### src/rtl/spi_sd_pkg.sv
// Shared constants and types for the SD-card SPI host: register offsets,
// CTRL/STATUS bit positions, operating modes and the transfer FSM states.
package spi_sd_pkg;

   localparam logic [1:0] REG_CTRL   = 2'd0;
   localparam logic [1:0] REG_DATA   = 2'd1;
   localparam logic [1:0] REG_STATUS = 2'd2;
   localparam logic [1:0] REG_DIV    = 2'd3;

   localparam int CTRL_MODE_BIT   = 7;
   localparam int STATUS_BUSY_BIT = 0;
   localparam int STATUS_OVR_BIT  = 1;

   typedef enum logic {
      MODE_LEGACY = 1'b0,
      MODE_HW     = 1'b1
   } mode_e;

   typedef enum logic {
      IDLE = 1'b0,
      XFER = 1'b1
   } hw_state_e;

endpackage

### src/rtl/spi_sd_shifter.sv
// SPI engine: owns SCK, MOSI and the shift register. Runs mode-0 byte
// transfers on a divided tick and applies the single-step legacy commands.
module spi_sd_shifter
   import spi_sd_pkg::*;
#(
   parameter int DIV_W = 8
) (
   input  logic             clk64,
   input  logic             reset,
   input  logic             start,
   input  logic [7:0]       start_data,
   input  logic [DIV_W-1:0] div,
   input  logic             legacy_wr,
   input  logic             legacy_bit,
   input  logic             legacy_clk_set,
   input  logic             force_idle,
   input  logic             sd_miso,
   output logic [7:0]       shreg,
   output hw_state_e        state,
   output logic             sd_clk,
   output logic             sd_mosi
);

   logic [DIV_W-1:0] div_cnt;
   logic [DIV_W-1:0] div_lat;
   logic [3:0]       tick_cnt;
   logic             samp;

   always_ff @(posedge clk64 or posedge reset) begin
      if (reset) begin
         state    <= IDLE;
         shreg    <= 8'hFF;
         sd_clk   <= 1'b0;
         sd_mosi  <= 1'b1;
         div_cnt  <= '0;
         div_lat  <= '0;
         tick_cnt <= 4'd0;
         samp     <= 1'b0;
      end else begin
         case (state)
            IDLE: begin
               if (force_idle) begin
                  sd_clk  <= 1'b0;
                  sd_mosi <= 1'b1;
               end else if (start) begin
                  // Divider is latched here so DIV writes mid-byte only affect the next byte.
                  shreg    <= start_data;
                  sd_mosi  <= start_data[7];
                  sd_clk   <= 1'b0;
                  div_cnt  <= '0;
                  div_lat  <= div;
                  tick_cnt <= 4'd0;
                  state    <= XFER;
               end else if (legacy_wr) begin
                  // Old port kept a 7-bit history, so bit7 clears on every legacy shift.
                  if (sd_clk)
                     shreg <= {1'b0, shreg[5:0], sd_miso};
                  sd_mosi <= legacy_bit;
                  sd_clk  <= 1'b0;
               end else if (legacy_clk_set) begin
                  sd_clk <= 1'b1;
               end
            end
            XFER: begin
               if (div_cnt == div_lat) begin
                  div_cnt  <= '0;
                  tick_cnt <= tick_cnt + 4'd1;
                  if (!tick_cnt[0]) begin
                     sd_clk <= 1'b1;
                     samp   <= sd_miso;
                  end else begin
                     sd_clk <= 1'b0;
                     shreg  <= {shreg[6:0], samp};
                     if (tick_cnt == 4'd15) begin
                        sd_mosi <= 1'b1;
                        state   <= IDLE;
                     end else begin
                        sd_mosi <= shreg[6];
                     end
                  end
               end else begin
                  div_cnt <= div_cnt + DIV_W'(1);
               end
            end
            default: state <= IDLE;
         endcase
      end
   end

endmodule

### src/rtl/spi_sd_host.sv
// CPU-bus SD-card SPI host: 4-byte register window, strobe edge detection,
// register file, legacy bit-bang path and the combinational read mux.
module spi_sd_host
   import spi_sd_pkg::*;
#(
   parameter logic [15:0] BASE_ADDR   = 16'hF700,
   parameter int          NUM_CS      = 1,
   parameter int          DIV_W       = 8,
   parameter int          DEFAULT_DIV = 79
) (
   input  logic              clk64,
   input  logic              reset,
   input  logic [15:0]       adr,
   input  logic [7:0]        data_in,
   input  logic              we_n,
   input  logic              oe_n,
   output logic [7:0]        rd_data,
   output logic              rd_sel,
   output logic              sd_clk,
   output logic              sd_mosi,
   input  logic              sd_miso,
   output logic [NUM_CS-1:0] sd_cs_n
);

   logic              we_q, oe_q;
   logic              in_win, wr_ev, rd_ev;
   logic [1:0]        off;
   mode_e             mode;
   logic [NUM_CS-1:0] cs;
   logic [DIV_W-1:0]  div;
   logic              ovr, busy;
   hw_state_e         hw_state;
   logic [7:0]        shreg;
   logic              wr_ctrl, wr_data, wr_div, rd_status, ctrl_ok;
   logic              force_idle, hw_start, legacy_wr, legacy_clk_set;

   assign off       = adr[1:0];
   assign in_win    = (adr[15:2] == BASE_ADDR[15:2]);
   assign wr_ev     = we_q & ~we_n & in_win;
   assign rd_ev     = oe_q & ~oe_n & in_win;
   assign wr_ctrl   = wr_ev & (off == REG_CTRL);
   assign wr_data   = wr_ev & (off == REG_DATA);
   assign wr_div    = wr_ev & (off == REG_DIV);
   assign rd_status = rd_ev & (off == REG_STATUS);
   assign busy      = (hw_state == XFER);
   assign ctrl_ok   = wr_ctrl & ~busy;

   assign force_idle     = ctrl_ok & (data_in[CTRL_MODE_BIT] != (mode == MODE_HW));
   assign hw_start       = wr_data & ~busy & (mode == MODE_HW);
   assign legacy_wr      = wr_data & (mode == MODE_LEGACY);
   // Legacy software relies on any read cycle raising SCK, whatever the address.
   assign legacy_clk_set = ~oe_n & (mode == MODE_LEGACY);

   assign rd_sel  = ~oe_n & in_win;
   assign sd_cs_n = ~cs;

   always_ff @(posedge clk64 or posedge reset) begin
      if (reset) begin
         we_q <= 1'b1;
         oe_q <= 1'b1;
         mode <= MODE_LEGACY;
         cs   <= '0;
         div  <= DIV_W'(DEFAULT_DIV);
         ovr  <= 1'b0;
      end else begin
         we_q <= we_n;
         oe_q <= oe_n;
         if (ctrl_ok) begin
            cs   <= data_in[NUM_CS-1:0];
            mode <= mode_e'(data_in[CTRL_MODE_BIT]);
         end
         if (wr_div)
            div <= data_in[DIV_W-1:0];
         // A new overrun beats a simultaneous STATUS read clear.
         if (busy & (wr_ctrl | wr_data))
            ovr <= 1'b1;
         else if (rd_status)
            ovr <= 1'b0;
      end
   end

   always_comb begin
      rd_data = 8'h00;
      case (off)
         REG_CTRL: begin
            rd_data[NUM_CS-1:0]   = cs;
            rd_data[CTRL_MODE_BIT] = (mode == MODE_HW);
         end
         REG_DATA:
            rd_data = (mode == MODE_HW) ? shreg : {shreg[6:0], sd_miso};
         REG_STATUS: begin
            rd_data[STATUS_BUSY_BIT] = busy;
            rd_data[STATUS_OVR_BIT]  = ovr;
         end
         default:
            rd_data[DIV_W-1:0] = div;
      endcase
   end

   spi_sd_shifter #(
      .DIV_W(DIV_W)
   ) u_shifter (
      .clk64          (clk64),
      .reset          (reset),
      .start          (hw_start),
      .start_data     (data_in),
      .div            (div),
      .legacy_wr      (legacy_wr),
      .legacy_bit     (data_in[7]),
      .legacy_clk_set (legacy_clk_set),
      .force_idle     (force_idle),
      .sd_miso        (sd_miso),
      .shreg          (shreg),
      .state          (hw_state),
      .sd_clk         (sd_clk),
      .sd_mosi        (sd_mosi)
   );

endmodule

### config.mk
export PLATFORM = sky130hd
export DESIGN_NAME = spi_sd_host
export DESIGN_NICKNAME = d
export VERILOG_FILES = /design/src/rtl/spi_sd_pkg.sv /design/src/rtl/spi_sd_shifter.sv /design/src/rtl/spi_sd_host.sv
export SDC_FILE = /design/constraint.sdc
export NUM_CORES = 1
export LEC_CHECK = 0
export BUFFER_PORTS_ARGS = -buffer_cell sky130_fd_sc_hd__buf_2
export CORE_ASPECT_RATIO = 1.1
export CORE_MARGIN = 1.5
export CORE_UTILIZATION = 61
export CTS_CLUSTER_DIAMETER = 100
export DETAILED_ROUTE_END_ITERATION = 8
export GPL_TIMING_DRIVEN = 0
export PLACE_DENSITY_LB_ADDON = 0.12
export SETUP_SLACK_MARGIN = 0.1
export SKIP_LAST_GASP = 1
export SLEW_MARGIN = 5
export SYNTH_ARGS = -nofsm -noshare
export SYNTH_HDL_FRONTEND = slang
export SYNTH_HIERARCHICAL = 1
export SYNTH_SLANG_ARGS = --single-unit
### constraint.sdc
create_clock -name clk64 -period 4.02 [get_ports clk64]
set_input_delay 0.201 -clock clk64 [delete_from_list [all_inputs] [get_ports clk64]]
set_output_delay 0.201 -clock clk64 [all_outputs]
set_load 0.05 [all_outputs]
==> impl_metrics.yaml <==
placed_design:
  dp_hpwl_um: 4290
  pre_cts_slack_ns: 1.20
  port_buffers: 39
  routabilityCongestion: 0.846
cts:
  htreeDepth: 2
  root_buffer: "clkbuf_8"
  clockBufferDepth: 2
  clkSlewWorstSetupHoldPaths_ns: 0.08
  clock-sinks: 45
  cts_tree: "yes"
  clk_latency_ns: 0.30
  numCtsBuffers: 5
min_path:
  hold_path_class: "in -> reg"
  min-delay-start: "we_n"
timing:
  max_slew_margin_pct: 46.4
  worst_slack_ns: 1.16
  fin_crit_sh_pct: 71.1
  drv_slew: 0
  skew_ns: 0.00946
  hold_viol: 0
  max_freq_mhz: 350
  setup_viol: 0
  rsz0062_at_grt: "false"
  period_minus_slack_ns: 2.86
  finalSetupTns_ns: 0
  worst_slew_pin_slew_ns: 0.805
drt:
  wl_per_cell_um: 16.2
  firstDrtPassIters: 4
  totalWireLength_um: 5970
  drt_first_iter_violations: 176
  vias: 2222
  antenna_left: 0
  viasPerCell: 6.04
  drc: 0
critical_path:
  path_max_fanout: 10
  startpoint: "mode$_DFFE_PP0P_"
  critPathCaptureType: "flip-flop"
  cp.arrival_ns: 3.04
  worstPathRequired_ns: 4.20
  cp-start-kind: "flip-flop"
  reg2reg_from: "mode$_DFFE_PP0P_"
  path_class: "reg -> reg"
layout:
  ff_latch_area_um2: 1150
  diodes: 0
  area_growth_pct: 13.1
  final_nets: 344
  drive_above_1_share_pct: 33.4
  multi_input_area_um2: 1450
  n_fill_cell: 327
die:
  row_count: 25
  start_util_pct: 62.9
  die_area_um2: 4820
  die_w_um: 66.4
  core_um2: 4290
  num_io_pins: 41
  fp.dieH_um: 72.7
pwr:
  powerDensity_nw_per_um2: 259
  ir_worst_vdd_mv: 0.283
  leakage_nw: 1.43
  power_w: 0.000790
synthesis:
  seq_area_frac_synth_pct: 42.5
  async_reset_ff_share_pct: 100
  synth.top_cell.area_share_pct: 26.9
  syn-cell-area_um2: 2690
  synth_commonest_cells: "nand2_1, dfrtp_1, mux2_2"
  synth_warnings: 6
  yosysMostFrequentCell: "nand2_1"
  syn_nets: 297
  synth-main-ff-cell: "dfrtp_1"
  synth_cell_types: 51
  yosysTopAreaCell: "dfrtp_1"
  synth_area_leaders: "dfrtp_1, dfstp_2, mux2_2"
  syn-mean-instance-area_um2: 10.1
  synthesis.instances: 266
  synth_edf_count: 0
  ys_ff_latch: 45
grt:
  gr-usage-all-layers_pct: 27.2
  grtUsageMet3_pct: 4.94
  met2_usage_pct: 45.0
  antenna_found_initial: 0
  grt_max_degree: 33
  grt_busiest_layer: "met2"
  first_global_vias: 2152
  globalRouteMet1Util_pct: 36.1
  grt_pass1_wl_um: 10000
  grt-ovfl-total: 0
job:
  drv_cap: 0
outcome:
  status: "finished, final reports clean"
-- report_power, final --
part	leakage [nW]	switching, W	total, W	internal (W)
Sequential	0.564	0.00000122	0.000458	0.000456
Clock	0.0395	0.000148	0.000272	0.000124
Combinational	0.823	0.0000392	0.0000608	0.0000216
Total	1.43	0.000189	0.000790	0.000602
-- flip-flops by register name, summed over array words and instances, names as in the netlist --
signal,cells
u_shifter/sd_clk,1
oe_q,1
u_shifter/samp,1
cs,1
u_shifter/state,1
ovr,1
div,8
u_shifter/shreg,8
we_q,1
u_shifter/sd_mosi,1
mode,1
u_shifter/tick_cnt,4
u_shifter/div_lat,8
u_shifter/div_cnt,8
-- metal layers --
layer	up-vias	routed length, µm
met2	65	2850
met5	-	0
met3	9	320
met1	1085	2690
li1	1063	-
met4	0	106
-- final cells by class --
| class | count | area share (%) |
|---|---|---|
| Inverter | 10 | 1.23 |
| Tap cell | 54 | 2.22 |
| Clock buffer | 8 | 2.63 |
| Buffer | 14 | 2.14 |
| Multi-Input combinational cell | 197 | 47.4 |
| Timing Repair Buffer | 40 | 6.74 |
| Sequential cell | 45 | 37.6 |
-- kinds of logic after synthesis --
kind of cell    Yosys count  synth area share, %
compound gates           42                 12.1
xor+xnor                 10                 3.53
fa+ha+maj                 2                0.929
buf+inv                  24                 3.81
flops                    45                 42.5
mux                      35                 14.6
simple gates            108                 22.5
-- timing repair --
action	in CTS	in global routing
hold endpoints to repair	6	0
hold buffers	1	0
buffers inserted	0	0
resized for setup	0	0
-- layout by cell type, fill, tap and decap left out, types with 8 or more instances in the layout --
master,instances
dfstp_2,16
o21ai_0,9
nand2_1,56
clkbuf_1,9
dfrtp_1,29
mux2i_1,10
inv_1,9
xnor2_1,8
mux2_2,24
buf_2,46
-- final timing paths --
path	end	depth (start not counted)	slack (ns)
setup / recovery	u_shifter/div_cnt[2]$_DFFE_PP0P_	8	1.16
hold / removal	we_q$_DFF_PP1_	1	0.02
setup reg to reg	u_shifter/div_cnt[2]$_DFFE_PP0P_	8	1.16
hold reg to reg	u_shifter/div_lat[6]$_DFFE_PP0P_	2	0.50
max in group asynchronous	u_shifter/div_lat[4]$_DFFE_PP0P_	3	3.00
min in group asynchronous	ovr$_DFFE_PP0P_	3	0.52
-- metrics by stage --
step | util (%) | cells | area (µm²) | hold slack [ns]
2_1_floorplan | - | 266 | 2690 | 0.0729
3_3_place_gp | 69.0 | 359 | 2960 | 0.285
3_5_place_dp | 69.0 | 359 | 2960 | 0.291
4_1_cts | 71.1 | 368 | 3050 | 0.0116
5_1_grt | 71.1 | 368 | 3050 | 0.00348
6_report | 71.1 | 368 | 3050 | 0.0177
-- critical path, cell delays in order (launching register included) --
cell	delay, ns
dfrtp_1	0.33
clkbuf_1	0.27
buf_2	0.33
xnor2_1	0.11
nor4b_1	0.63
inv_1	0.15
a21oi_1	0.69
nand2_1	0.10
o311ai_0	0.13
(Power assumes the default switching activity.)
